**src/rtl/baccarat_match_scheduler.sv**
```systemverilog
// ---------------------------------------------------------------------------
// baccarat_match_scheduler
//
// Sequences repeated baccarat hands into one match on top of the per-hand
// dealing state machine. Each hand is started by holding that machine's
// active-low reset for RST_CYCLES cycles. The win lights are then watched
// and player/dealer/tie results are tallied. A finished hand stays on
// display for HOLD_CYCLES cycles before the next hand. A match winner is
// declared when either side reaches WINS_TO_MATCH or MAX_ROUNDS hands
// have been played. A watchdog aborts the match if a hand shows no light
// within PLAY_TIMEOUT cycles.
//
// Ports
//   slow_clock        in   clock, rising edge
//   reset             in   synchronous, active-high
//   start             in   start/restart a match (honoured in IDLE/DONE only)
//   player_win_light  in   player light from hand state machine
//   dealer_win_light  in   dealer light from hand state machine
//   hand_resetb       out  active-low reset to hand state machine
//   busy              out  1 while a hand is being reset, played or held
//   round_count       out  hands completed this match
//   player_wins       out  player-won hands
//   dealer_wins       out  dealer-won hands
//   tie_count         out  tied hands
//   match_over        out  1 while in DONE
//   match_winner      out  10 player, 01 dealer, 11 tie, 00 none/abort
//   error             out  watchdog abort flag
// ---------------------------------------------------------------------------
module baccarat_match_scheduler #(
  parameter int WINS_TO_MATCH = 3,
  parameter int MAX_ROUNDS    = 9,
  parameter int RST_CYCLES    = 2,
  parameter int HOLD_CYCLES   = 4,
  parameter int PLAY_TIMEOUT  = 15
) (
  input  logic       slow_clock,
  input  logic       reset,
  input  logic       start,
  input  logic       player_win_light,
  input  logic       dealer_win_light,
  output logic       hand_resetb,
  output logic       busy,
  output logic [3:0] round_count,
  output logic [3:0] player_wins,
  output logic [3:0] dealer_wins,
  output logic [3:0] tie_count,
  output logic       match_over,
  output logic [1:0] match_winner,
  output logic       error
);

  typedef enum logic [2:0] {
    S_IDLE     = 3'd0,
    S_HAND_RST = 3'd1,
    S_PLAY     = 3'd2,
    S_HOLD     = 3'd3,
    S_DONE     = 3'd4
  } state_t;

  // Last value of the shared cycle counter in each timed state.
  localparam logic [3:0] LP_RST_LAST  = 4'(RST_CYCLES - 1);
  localparam logic [3:0] LP_HOLD_LAST = 4'(HOLD_CYCLES - 1);
  localparam logic [3:0] LP_PLAY_LAST = 4'(PLAY_TIMEOUT - 1);
  localparam logic [3:0] LP_WINS      = 4'(WINS_TO_MATCH);
  localparam logic [3:0] LP_MAX       = 4'(MAX_ROUNDS);

  state_t     r_state, w_next;
  logic [3:0] r_cyc, w_cyc;
  logic [3:0] r_round, w_round;
  logic [3:0] r_player, w_player;
  logic [3:0] r_dealer, w_dealer;
  logic [3:0] r_tie, w_tie;
  logic [1:0] r_winner, w_winner;
  logic       r_error, w_error;
  logic       r_hand_resetb, w_hand_resetb;
  logic       r_busy, w_busy;
  logic       r_match_over, w_match_over;
  logic       w_any_light;

  assign w_any_light = player_win_light | dealer_win_light;

  // State register plus all registered outputs.
  always_ff @(posedge slow_clock) begin
    if (reset) begin
      r_state       <= S_IDLE;
      r_cyc         <= '0;
      r_round       <= '0;
      r_player      <= '0;
      r_dealer      <= '0;
      r_tie         <= '0;
      r_winner      <= '0;
      r_error       <= 1'b0;
      r_hand_resetb <= 1'b0;
      r_busy        <= 1'b0;
      r_match_over  <= 1'b0;
    end else begin
      r_state       <= w_next;
      r_cyc         <= w_cyc;
      r_round       <= w_round;
      r_player      <= w_player;
      r_dealer      <= w_dealer;
      r_tie         <= w_tie;
      r_winner      <= w_winner;
      r_error       <= w_error;
      r_hand_resetb <= w_hand_resetb;
      r_busy        <= w_busy;
      r_match_over  <= w_match_over;
    end
  end

  // Next-state and datapath update.
  always_comb begin
    w_next   = r_state;
    w_cyc    = r_cyc;
    w_round  = r_round;
    w_player = r_player;
    w_dealer = r_dealer;
    w_tie    = r_tie;
    w_winner = r_winner;
    w_error  = r_error;
    case (r_state)
      S_IDLE, S_DONE: begin
        if (start) begin
          w_next   = S_HAND_RST;
          w_cyc    = '0;
          w_round  = '0;
          w_player = '0;
          w_dealer = '0;
          w_tie    = '0;
          w_winner = '0;
          w_error  = 1'b0;
        end
      end
      S_HAND_RST: begin
        if (r_cyc == LP_RST_LAST) begin
          w_next = S_PLAY;
          w_cyc  = '0;
        end else begin
          w_cyc = r_cyc + 4'd1;
        end
      end
      S_PLAY: begin
        // A light on the final timeout cycle still counts as a result.
        if (w_any_light) begin
          w_round = r_round + 4'd1;
          if (player_win_light && dealer_win_light) w_tie = r_tie + 4'd1;
          else if (player_win_light)                w_player = r_player + 4'd1;
          else                                      w_dealer = r_dealer + 4'd1;
          w_next = S_HOLD;
          w_cyc  = '0;
        end else if (r_cyc == LP_PLAY_LAST) begin
          w_next   = S_DONE;
          w_cyc    = '0;
          w_error  = 1'b1;
          w_winner = 2'b00;
        end else begin
          w_cyc = r_cyc + 4'd1;
        end
      end
      S_HOLD: begin
        if (r_cyc == LP_HOLD_LAST) begin
          w_cyc = '0;
          if (r_player == LP_WINS || r_dealer == LP_WINS || r_round == LP_MAX) begin
            w_next = S_DONE;
            if (r_player > r_dealer)      w_winner = 2'b10;
            else if (r_player < r_dealer) w_winner = 2'b01;
            else                          w_winner = 2'b11;
          end else begin
            w_next = S_HAND_RST;
          end
        end else begin
          w_cyc = r_cyc + 4'd1;
        end
      end
      default: begin
        w_next = S_IDLE;
        w_cyc  = '0;
      end
    endcase
  end

  // Output decode from the upcoming state, so outputs are registered yet
  // aligned with the state they describe.
  always_comb begin
    w_hand_resetb = 1'b0;
    w_busy        = 1'b0;
    w_match_over  = 1'b0;
    case (w_next)
      S_HAND_RST: w_busy = 1'b1;
      S_PLAY, S_HOLD: begin
        w_hand_resetb = 1'b1;
        w_busy        = 1'b1;
      end
      S_DONE: begin
        w_hand_resetb = 1'b1;
        w_match_over  = 1'b1;
      end
      default: ;
    endcase
  end

  assign hand_resetb  = r_hand_resetb;
  assign busy         = r_busy;
  assign round_count  = r_round;
  assign player_wins  = r_player;
  assign dealer_wins  = r_dealer;
  assign tie_count    = r_tie;
  assign match_over   = r_match_over;
  assign match_winner = r_winner;
  assign error        = r_error;

endmodule
```
**config.mk**
```make
export PLATFORM = sky130hd
export DESIGN_NAME = baccarat_match_scheduler
export DESIGN_NICKNAME = d
export VERILOG_FILES = /design/src/rtl/baccarat_match_scheduler.sv
export SDC_FILE = /design/constraint.sdc
export NUM_CORES = 1
export LEC_CHECK = 0
export ABC_AREA = 1
export BUFFER_PORTS_ARGS = -buffer_cell sky130_fd_sc_hd__clkbuf_2
export CAP_MARGIN = 20
export CELL_PAD_IN_SITES_DETAIL_PLACEMENT = 0
export CELL_PAD_IN_SITES_GLOBAL_PLACEMENT = 1
export CORE_MARGIN = 2
export CORE_UTILIZATION = 39
export DETAILED_ROUTE_END_ITERATION = 12
export PLACE_DENSITY = 0.8
export SYNTH_ARGS = -nofsm -noshare
export SYNTH_HDL_FRONTEND = slang
export SYNTH_SLANG_ARGS = --single-unit
export TNS_END_PERCENT = 100
```
**constraint.sdc**
```tcl
create_clock -name slow_clock -period 1.7 [get_ports slow_clock]
set_input_delay 0.425 -clock slow_clock [delete_from_list [all_inputs] [get_ports slow_clock]]
set_output_delay 0.425 -clock slow_clock [all_outputs]
set_load 0.03 [all_outputs]
```
==> results.ini, run 1 <==
[worst_setup_path]
arrival_ps = 1700
startpoint = r_cyc[0]$_SDFFE_PP0N_
cp.required_ps = 1870
cp-start-kind = flip-flop
path_cells = inv_1 > ha_1 > nand3_1 > o21ai_1 > nand2_1 > o21ai_0 > nand2_1
reg2reg_depth = 7
r2r_end = hand_resetb$_SDFF_PP0_
r2r_start = r_cyc[0]$_SDFFE_PP0N_
worst-path-max-fanout = 6
cpMostUsedCell = nand2_1
criticalPathCategory = reg -> reg
max_stage_delay_ps = 360
critPathCaptureType = flip-flop
critPathSlowestCell = dfxtp_1
r2r_slack_ps = 170

[logic_synthesis]
yosysSeqAreaShare_pct = 35.72
synth_simple_gate_area_share_pct = 33.64
synth-edff-count = 0
synth_fa_ha_area_share_pct = 9.238
synth-xor-area-share_pct = 2.156
muxShareOfSynthArea_pct = 0
synth_nets = 258
yosys.area.top_type = dfxtp_1
syn_area_per_cell_um2 = 6.744
ys.flop_type = dfxtp_1
syn_area_um2 = 1625
synth_compound_area_share_pct = 10.01
synth-async-reset-ratio_pct = 0
synth.yosys.warnings = 0
synth_cells = 241
synth_cell_types = 21
synth.area.top_cells = dfxtp_1 36%, nand2_1 14%, ha_1 9.2%
ys_ff_latch = 29
yosysTopAreaCellShare_pct = 35.72
synth_top_family_by_area = simple AND/OR/NAND/NOR gates

[final_layout]
syn2layout_area_growth_pct = 22.48
nets = 299
layout-drive-gt1-share_pct = 18.02
n_fill_cell = 413
antenna_cells = 0

[timing]
timing.final.crit_share_pct = 90.23
clock.fmax_ghz = 0.6519
period_needed_ps = 1534
final_hold_viol_count = 0
setup_viol = 0
maxSlewHeadroom_pct = 77.85
worst_slew_pin_slew_ps = 330.1
hold_ws_ps = 456.9
finClkSkew_ps = 3.280
rsz0062_at_grt = no
setup_tns_ps = 0
finalMaxSlewViolations = 0

[routing]
via_per_inst = 4.655
vias = 1550
initialDrtViolationCount = 66
drc = 0
firstDrtPassIters = 4
wl_per_cell_um = 10.90
ant_nets = 0
wl_um = 3629

[grt]
grt_antenna_before_repair = 0
grt_pass1_wl_um = 6009
grt_start_max_net_pins = 10
grt_pass1_vias = 1397
track_usage_pct = 17.52
overflow = 0

[placement]
io_buffers = 26
hpwlAfterDp_um = 2813
gp_congestion = 0.8250

[pwr]
p_per_area_nw_per_um2 = 1015
ir_drop_mv = 0.4928
total_leakage_power_uw = 0.0009883

[floorplan]
fp.dieH_um = 68.56
initial_core_util_pct = 40.63
die_w_um = 68.56
io-pin-count = 27
rows = 23
design.core.area_um2 = 4000
die-area_um2 = 4700

[clock_tree]
cts_inserted_buffers = 5
clock_path_buffers = 2
clk_latency_ps = 280
cts_tree = done
holdBufCountCts = 0
cts_max_level = 2
cts.sinks = 29
cts_root_buf = clkbuf_8
clk_pin_slew_ps = 60

[hold_path]
hp-start = reset
min_path_cells = 2
worstHoldPathType = in -> reg
min_to = error$_SDFFE_PP0P_

[flow_run]
cap_violations = 0

[outcome]
status = complete, no violations

[final cells by class]
class,count,area [um^2],area share [%]
Multi-Input combinational cell,172,900.9,45.25
Tap cell,50,62.56,3.143
Sequential cell,29,581.8,29.23
Clock inverter,1,5.005,0.2514
Clock buffer,7,96.34,4.840
Timing Repair Buffer,35,197.7,9.931
Inverter,39,146.4,7.354
[where the power goes]
part	leakage, uW	switching (uW)	internal [uW]
combinational	0.000698	388	194
sequential	0.000236	63.3	745
clock	0.0000542	266	365
[placed cells by master, fill, tap and decap left out, types with 2 or more instances in the layout]
master	n
clkbuf_2	26
nor3_1	4
nor2_1	28
nand2_1	59
nand3_1	19
inv_1	39
nand2_4	2
xor2_1	3
o21ai_0	10
nand4_1	3
clkbuf_8	7
dfxtp_1	28
nand3b_1	3
nand2_2	2
a21oi_1	19
buf_4	9
ha_1	12
[synth_stat cells, drive strengths merged (3+ instances only)]
master and n:
nand2 63, inv 39, nor2 30, dfxtp 29, a21oi 20, nand3 19
ha 12, o21ai 11, nor3 4, nand3b 3, nand4 3, xor2 3
[worst max path at each step]
stage                                              end  slack (ps)  cells past startpoint
after CTS                              busy$_SDFF_PP0_         120                      7
final                           hand_resetb$_SDFF_PP0_         170                      7
after global placement          hand_resetb$_SDFF_PP0_          20                      7
after floorplan           match_winner[0]$_SDFFE_PP0P_         220                     11
after detailed placement        hand_resetb$_SDFF_PP0_         -40                      7
after global routing            hand_resetb$_SDFF_PP0_          10                      7
[worst max-delay path, delay by kind of cell (launching register included)]
family                     cells  cell delay, ps
buffers and inverters          1              70
adders and majority gates      1             140
AOI/OAI and AO/OA              2             560
and+or+nand+nor                3             290
DFF                            1             360
[stage by stage]
step	utilization, %	setup WS, ps	instance area, um^2	instances	total power (uW)
global route	49.77	12.81	1991	333	2175
finish	49.77	166.0	1991	333	2021
global placement	46.29	19.05	1852	321	1389
CTS	48.83	123.2	1953	329	2032
floorplan	-	222.4	1625	241	1231
detailed placement	46.29	-41.26	1852	321	1396
[state kept, by name (all words and copies together), names as in the netlist, 2 cells and up]
signal	count
dealer_wins	4
match_winner	2
player_wins	4
r_cyc	4
r_state	3
round_count	4
tie_count	4
[cells by family after synthesis]
| group | Yosys count |
|---|---|
| AO/OA/AOI/OAI | 32 |
| buffers and inverters | 40 |
| AND/OR/NAND/NOR | 124 |
| XOR/XNOR | 4 |
| flip-flops | 29 |
| adder cells (fa/ha/maj) | 12 |
[repair_timing]
action	CTS	global route
setup buffers	0	4
cloned	0	0
endpoints found under the setup margin	1	4
resized for setup	1	3
pin swaps	0	1
[per-layer routing]
metal / vias up / part of all wire (%) / global-route usage, % / wire [um]
met5: - / 0 / 0 / 0
met1: 672 / 48 / 21.00 / 1745
li1: 847 / - / - / -
met3: 5 / 3.7 / 5.195 / 136
met2: 26 / 46 / 28.49 / 1670
met4: 0 / 2.1 / 8.500 / 77
Power figures use the tool's default switching activity.
==> run 2: changes to the inputs <==
--- a/config.mk
+++ b/config.mk
@@ -6,13 +6,13 @@
 export NUM_CORES = 1
 export LEC_CHECK = 0
 export ABC_AREA = 1
-export BUFFER_PORTS_ARGS = -buffer_cell sky130_fd_sc_hd__clkbuf_2
 export CAP_MARGIN = 20
 export CELL_PAD_IN_SITES_DETAIL_PLACEMENT = 0
 export CELL_PAD_IN_SITES_GLOBAL_PLACEMENT = 1
 export CORE_MARGIN = 2
-export CORE_UTILIZATION = 39
+export CORE_UTILIZATION = 44
 export DETAILED_ROUTE_END_ITERATION = 12
+export DONT_BUFFER_PORTS = 1
 export PLACE_DENSITY = 0.8
 export SYNTH_ARGS = -nofsm -noshare
 export SYNTH_HDL_FRONTEND = slang
==> run 2 against run 1 <==
Effect of this change:
- worst setup slack better by 13 ps
- clock skew is 1.7 ps higher
- non-clock buffer count is 18 lower
- cell count is 6.0% lower
- maximum frequency is 0.85% higher
- critical path depth is 1 lower
- sequential share of layout area is 1.3 points higher
- sequential cell count stayed put
- sequential power is 4.8% higher
- global-route usage is 3.2 points higher
- clock-buffer cell count is 1 lower
- clock power is 13% lower
- critical path type unchanged
==> results.ini, run 2 (same netlist as run 1, synthesis figures left out) <==
[flow_run]
cap_violations = 0  ; unchanged

[clock_tree]
cts.sinks = 29  ; unchanged
post_cts_buffers = 0  ; unchanged
cts_max_level = 2  ; unchanged
cts_tree = done
clk_latency_ps = 280  ; about the same
clk_pin_slew_ps = 70  ; about the same
clock_path_buffers = 2  ; unchanged
cts_inserted_buffers = 5  ; unchanged
cts_root_buf = clkbuf_8

[final_layout]
layout_common_cells = 59 x nand2_1, 39 x inv_1, 28 x dfxtp_1
nets = 281  ; -6.0%
seqCellArea_um2 = 581.8  ; unchanged
layout.cells.most_common = nand2_1
design_area_um2 = 1906  ; -4.3%
n_fill_cell = 392  ; -5.1%
syn2layout_area_growth_pct = 17.24
layout-drive-gt1-share_pct = 12.83  ; -5.2 points
multiInputGateArea_um2 = 907.1  ; +0.69%
antenna_cells = 0  ; unchanged

[routing]
firstDrtPassIters = 4  ; unchanged
vias = 1503  ; -3.0%
via_per_inst = 4.802  ; +3.2%
routed.top_layer = met4
drt-met1-wl_um = 1757  ; +0.69%
wl_per_cell_um = 11.74  ; +7.7%
dr_wl_met2_um = 1680  ; +0.60%
initialDrtViolationCount = 80  ; +21%
ant_nets = 0  ; unchanged
dr_wl_met3_um = 192  ; +41%
drc = 0  ; unchanged
wl_um = 3675  ; +1.3%

[placement]
gp_congestion = 0.7936  ; -3.8%
hpwlAfterDp_um = 2831  ; +0.66%
dp_slack_ps = 76.92  ; +118.2 ps
dpl_cell_area_um2 = 1809  ; -2.3%
io_buffers = 0  ; -100%

[pwr]
p_sw_share_pct = 36.91  ; +1.4 points
p_clk_share_pct = 28.7  ; -2.5 points
internal_power_uw = 1202  ; -7.9%
p_per_area_nw_per_um2 = 999.5  ; -1.6%
sequentialPowerShare_pct = 44.4  ; +4.4 points
ir_drop_mv = 0.5109  ; +3.7%
total_leakage_power_uw = 0.0009080  ; -8.1%
p_switching_uw = 703.1  ; -1.9%
pwr-share-comb_pct = 26.8  ; -2.0 points

[floorplan]
initial_core_util_pct = 45.07  ; +4.4 points
die_w_um = 64.78  ; -5.5%
rows = 22  ; -4.3%
die-area_um2 = 4196  ; -11%
design.core.area_um2 = 3606  ; -9.9%
fp.dieH_um = 64.78  ; -5.5%
io-pin-count = 27  ; unchanged

[worst_setup_path]
cp.required_ps = 1920  ; +50 ps
max_stage_delay_ps = 360  ; about the same
timing.critical_path.buf_inv = 0  ; -1
critPathCaptureType = flip-flop
r2r_slack_ps = 180  ; about the same
criticalPathCategory = reg -> reg
worst-path-max-fanout = 8  ; +2
arrival_ps = 1740  ; +40 ps
crit_family = simple AND/OR/NAND/NOR gates
r2r_end = dealer_wins[0]$_SDFFE_PP0P_
reg2reg_depth = 6  ; -1
cp-start-kind = flip-flop
r2r_start = r_state[0]$_SDFF_PP0_
critPathSlowestCell = dfxtp_1
path_cells = nor2_1 > nand2_1 > nand2_4 > nand2_4 > or2_0 > a21oi_1
startpoint = r_state[0]$_SDFF_PP0_
cpMostUsedCell = nand2_4

[hold_path]
min_to = round_count[1]$_SDFFE_PP0P_
min_path_cells = 1  ; -1
worstHoldPathType = in -> reg
hp-start = reset

[timing]
period_needed_ps = 1521  ; -12.90 ps
final_hold_viol_count = 0  ; unchanged
setup_slack_ps = 178.9  ; +12.90 ps
timing.final.crit_share_pct = 89.47  ; -0.76 points
rsz0062_at_grt = no
maxSlewHeadroom_pct = 75.49  ; -2.4 points
setup_tns_ps = 0  ; unchanged
clock.fmax_ghz = 0.6574  ; +0.85%
worst_slew_pin_slew_ps = 367.1  ; +36.99 ps
finClkSkew_ps = 4.962  ; +1.682 ps
setup_viol = 0  ; unchanged
finalMaxSlewViolations = 0  ; unchanged

[grt]
grt_pass1_vias = 1458  ; +4.4%
grt_antenna_before_repair = 0  ; unchanged
overflow = 0  ; unchanged
track_usage_pct = 20.68  ; +3.2 points
grt_pass1_wl_um = 6624  ; +10%
grt_start_max_net_pins = 15  ; +5

[outcome]
status = complete, no violations

run 2: changes by cell type in the layout (fill, tap and decap cells not counted):
| cell | previous run | this run |
|---|---|---|
| clkbuf_2 | 26 | 0 |
| buf_4 | 9 | 17 |
| clkbuf_8 | 7 | 5 |
| nor2_1 | 28 | 26 |
| nor2_2 | 1 | 3 |
| a21oi_1 | 19 | 20 |
| a21oi_2 | 1 | 0 |
| clkbuf_1 | 0 | 1 |
| clkinv_2 | 1 | 2 |
| nor3_1 | 4 | 3 |
| nor3_2 | 0 | 1 |
run 2: how the worst max path moves through the flow:
stage / to / cells after the start
floorplan: match_winner[0]$_SDFFE_PP0P_ / 11
detailed placement: player_wins[0]$_SDFFE_PP0P_ / 9
global placement: busy$_SDFF_PP0_ / 7
finish: dealer_wins[0]$_SDFFE_PP0P_ / 6
global route: tie_count[1]$_SDFFE_PP0P_ / 10
CTS: player_wins[0]$_SDFFE_PP0P_ / 9
run 2: routing by layer:
metal	global-route usage [%]	vias to the layer above
li1	-	809
met1	27.18	666
met2	32.22	23
met3	6.597	5
met4	6.383	0
met5	0	-
run 2: power by group through the flow:
stage / logic (uW) / clock network (uW) / registers [uW]
floorplan: 328 / 0 / 903
finish: 511 / 547 / 847
detailed placement: 502 / 0 / 862
global placement: 502 / 0 / 862
global route: 599 / 607 / 858
CTS: 503 / 568 / 847
run 2: area by class of cell:
cell class	instances	area share (%)
well taps	48	3.152
inverters	39	7.682
repair buffers	17	6.697
flip-flops and latches	29	30.53
multi-input cells	172	47.60
clock buffers	6	3.808
clock inverters	2	0.5253
run 2: worst register-to-register path: stages, from the launching register on:
cell and delay [ps]:
dfxtp_1 360, nor2_1 250, nand2_1 250, nand2_4 190
nand2_4 80, or2_0 200, a21oi_1 120
run 2: what timing repair did:
action,in CTS,in global routing
endpoints found under the hold margin,0,0
gates resized for setup,0,6
endpoints found under the setup margin,0,12
hold buffers,0,0
run 2: stage by stage:
stage                     util, %  std cells  hold slack [ps]  total power (uW)
after floorplan                 -        241            480.7              1231
after global placement      50.17        305            492.5              1364
after detailed placement    50.17        305            489.9              1363
after CTS                   52.46        313            194.0              1919
after global routing        52.85        313            193.9              2064
final                       52.85        313            208.7              1905
==> run 3: changes to the inputs <==
--- a/config.mk
+++ b/config.mk
@@ -6,14 +6,14 @@
 export NUM_CORES = 1
 export LEC_CHECK = 0
 export ABC_AREA = 1
-export CAP_MARGIN = 20
+export CAP_MARGIN = 5
 export CELL_PAD_IN_SITES_DETAIL_PLACEMENT = 0
 export CELL_PAD_IN_SITES_GLOBAL_PLACEMENT = 1
 export CORE_MARGIN = 2
-export CORE_UTILIZATION = 44
+export CORE_UTILIZATION = 47
 export DETAILED_ROUTE_END_ITERATION = 12
 export DONT_BUFFER_PORTS = 1
-export PLACE_DENSITY = 0.8
+export PLACE_DENSITY = 0.85
 export SYNTH_ARGS = -nofsm -noshare
 export SYNTH_HDL_FRONTEND = slang
 export SYNTH_SLANG_ARGS = --single-unit
==> constraint.sdc (replaced) <==
create_clock -name slow_clock -period 1.8 [get_ports slow_clock]
set_input_delay 0.45 -clock slow_clock [delete_from_list [all_inputs] [get_ports slow_clock]]
set_output_delay 0.45 -clock slow_clock [all_outputs]
set_load 0.03 [all_outputs]
==> run 3 against run 2 <==
Effect of this change:
- maximum frequency fell by 2.0%
- utilization increased by 2.7 points
- largest power group unchanged
- critical endpoint is now busy$_SDFF_PP0_
- first-iteration DRC count decreased by 19%
- combinational power decreased by 11%
- register-to-register slack improved by 70 ps
- worst hold slack lost 38 ps
- die area down 6.0%
- routed wire length fell by 6.5%
- via count shrank 0.60%
- sequential cell count is the same
==> results.ini, run 3 (same netlist as run 1, synthesis figures left out) <==
[clock_tree]
post_cts_buffers = 0  ; unchanged
cts_max_level = 2  ; unchanged
cts_root_buf = clkbuf_4
cts.sinks = 29  ; unchanged
clock_path_buffers = 2  ; unchanged
clk_latency_ps = 340  ; +60 ps
cts_tree = done
cts_inserted_buffers = 5  ; unchanged
holdBufCountCts = 0  ; unchanged
clk_pin_slew_ps = 90  ; +20 ps

[timing]
maxSlewHeadroom_pct = 72.13  ; -3.4 points
worst_slew_pin_slew_ps = 417.4  ; +50.32 ps
final_hold_viol_count = 0  ; unchanged
clock.fmax_ghz = 0.6442  ; -2.0%
finalMaxSlewViolations = 0  ; unchanged
setup_tns_ps = 0  ; unchanged
period_needed_ps = 1552  ; +31.14 ps
finClkSkew_ps = 8.531  ; +3.569 ps
rsz0062_at_grt = no
setup_slack_ps = 247.8  ; +68.86 ps
timing.final.crit_share_pct = 86.23  ; -3.2 points
setup_viol = 0  ; unchanged

[floorplan]
fp.dieH_um = 62.81  ; -3.0%
io-pin-count = 27  ; unchanged
initial_core_util_pct = 48.71  ; +3.6 points
design.core.area_um2 = 3337  ; -7.5%
die_w_um = 62.81  ; -3.0%
rows = 21  ; -4.5%
die-area_um2 = 3944  ; -6.0%

[routing]
wl_per_cell_um = 11.12  ; -5.3%
firstDrtPassIters = 4  ; unchanged
ant_nets = 0  ; unchanged
wl_um = 3436  ; -6.5%
initialDrtViolationCount = 65  ; -19%
vias = 1494  ; -0.60%
drc = 0  ; unchanged
via_per_inst = 4.835  ; +0.69%

[placement]
dp_cells = 302  ; -0.98%
gp_congestion = 0.8452  ; +6.5%
dp_slack_ps = 207.6  ; +130.7 ps
hpwlAfterDp_um = 2717  ; -4.0%
io_buffers = 0  ; unchanged
dpl_cell_area_um2 = 1799  ; -0.55%

[worst_setup_path]
r2r_slack_ps = 250  ; +70 ps
critPathCapture = busy$_SDFF_PP0_
reg2reg_depth = 8  ; +2
criticalPathCategory = reg -> reg
r2r_start = r_cyc[0]$_SDFFE_PP0N_
cp-start-kind = flip-flop
critPathCaptureType = flip-flop
startpoint = r_cyc[0]$_SDFFE_PP0N_
worst-path-max-fanout = 6  ; -2
arrival_ps = 1790  ; +50 ps
r2r_end = busy$_SDFF_PP0_
cp.required_ps = 2040  ; +120 ps

[hold_path]
hp-start = reset
worstHoldPathType = in -> reg

[pwr]
p_clk_share_pct = 24.4  ; -4.3 points
internal_power_uw = 1043  ; -13%
p_sw_share_pct = 37.52  ; +0.61 points
sequentialPowerShare_pct = 48.4  ; +4.0 points
p_per_area_nw_per_um2 = 900.6  ; -9.9%
ir_drop_mv = 0.4796  ; -6.1%
p_switching_uw = 626.5  ; -11%
pwr-share-comb_pct = 27.2  ; +0.4 points
total_leakage_power_uw = 0.0008867  ; -2.3%

[grt]
overflow = 0  ; unchanged
grt_antenna_before_repair = 0  ; unchanged
track_usage_pct = 19.88  ; -0.80 points
grt_start_max_net_pins = 15  ; unchanged
grt_pass1_wl_um = 6078  ; -8.2%
grt_pass1_vias = 1415  ; -2.9%

[final_layout]
design_area_um2 = 1854  ; -2.7%
nets = 280  ; -0.36%
syn2layout_area_growth_pct = 14.09
multiInputGateArea_um2 = 894.6  ; -1.4%
seqCellArea_um2 = 580.6  ; -0.22%
antenna_cells = 0  ; unchanged
finalNonFillerCells = 309  ; -1.3%
layout-drive-gt1-share_pct = 10.27  ; -2.6 points
n_fill_cell = 346  ; -12%
layout.cells.most_common = nand2_1
layout_common_cells = 60 x nand2_1, 39 x inv_1, 29 x dfxtp_1

[outcome]
status = complete, no violations

[flow_run]
cap_violations = 0  ; unchanged

[run 3: cell count changes in the layout (fill, tap and decap cells not counted), sizes merged]
| cell | previous run | this run |
|---|---|---|
| clkbuf | 6 | 7 |
| buf | 17 | 16 |
| clkinv | 2 | 0 |
[run 3: per-stage QoR]
stage | hold slack [ps] | power [uW] | utilization [%]
2_1_floorplan | 480.7 | 1163 | -
3_3_place_gp | 483.4 | 1280 | 53.92
3_5_place_dp | 488.6 | 1281 | 53.92
4_1_cts | 160.4 | 1685 | 55.57
5_1_grt | 147.4 | 1800 | 55.57
6_report | 170.4 | 1670 | 55.57
[run 3: worst min path at each step]
stage                                  endpoint  slack, ps  depth (start not counted)
detailed placement  dealer_wins[0]$_SDFFE_PP0P_        490                          2
CTS                          error$_SDFFE_PP0P_        160                          1
finish                       error$_SDFFE_PP0P_        170                          1
floorplan                 r_cyc[3]$_SDFFE_PP0N_        480                          2
global route                 error$_SDFFE_PP0P_        150                          1
global placement    dealer_wins[0]$_SDFFE_PP0P_        480                          2
[run 3: routing by layer]
layer | GRT usage, % | routed length, um
met5 | 0 | 0
met3 | 7.928 | 173
met4 | 8.333 | 62
met2 | 31.45 | 1559
met1 | 23.91 | 1640
[run 3: power by group through the flow]
| stage | registers (uW) | logic (uW) | clock network (uW) |
|---|---|---|---|
| after floorplan | 853 | 310 | 0 |
| after global placement | 824 | 456 | 0 |
| after detailed placement | 825 | 456 | 0 |
| after CTS | 809 | 458 | 417 |
| after global routing | 819 | 532 | 449 |
| final | 809 | 454 | 407 |
[run 3: area by class of cell]
cell class	instances	area share, %
sequential	29	31.31
inverter	39	7.895
clock buffer	7	2.969
tap	46	3.104
multi-input combinational	172	48.25
timing repair buffer	16	6.478
[run 3: worst max-delay path, stage by stage (launching register included)]
cell     delay [ps]
dfxtp_1         430
ha_1            280
nand2_1          70
nand2_1         150
nand2_1          80
nor3_1          250
nand2_1         100
nand2_1          70
inv_1            30
[run 3: timing repair]
action / in CTS / in global routing
hold endpoints to repair: 0 / 0
gates resized for setup: 0 / 1
endpoints found under the setup margin: 0 / 1
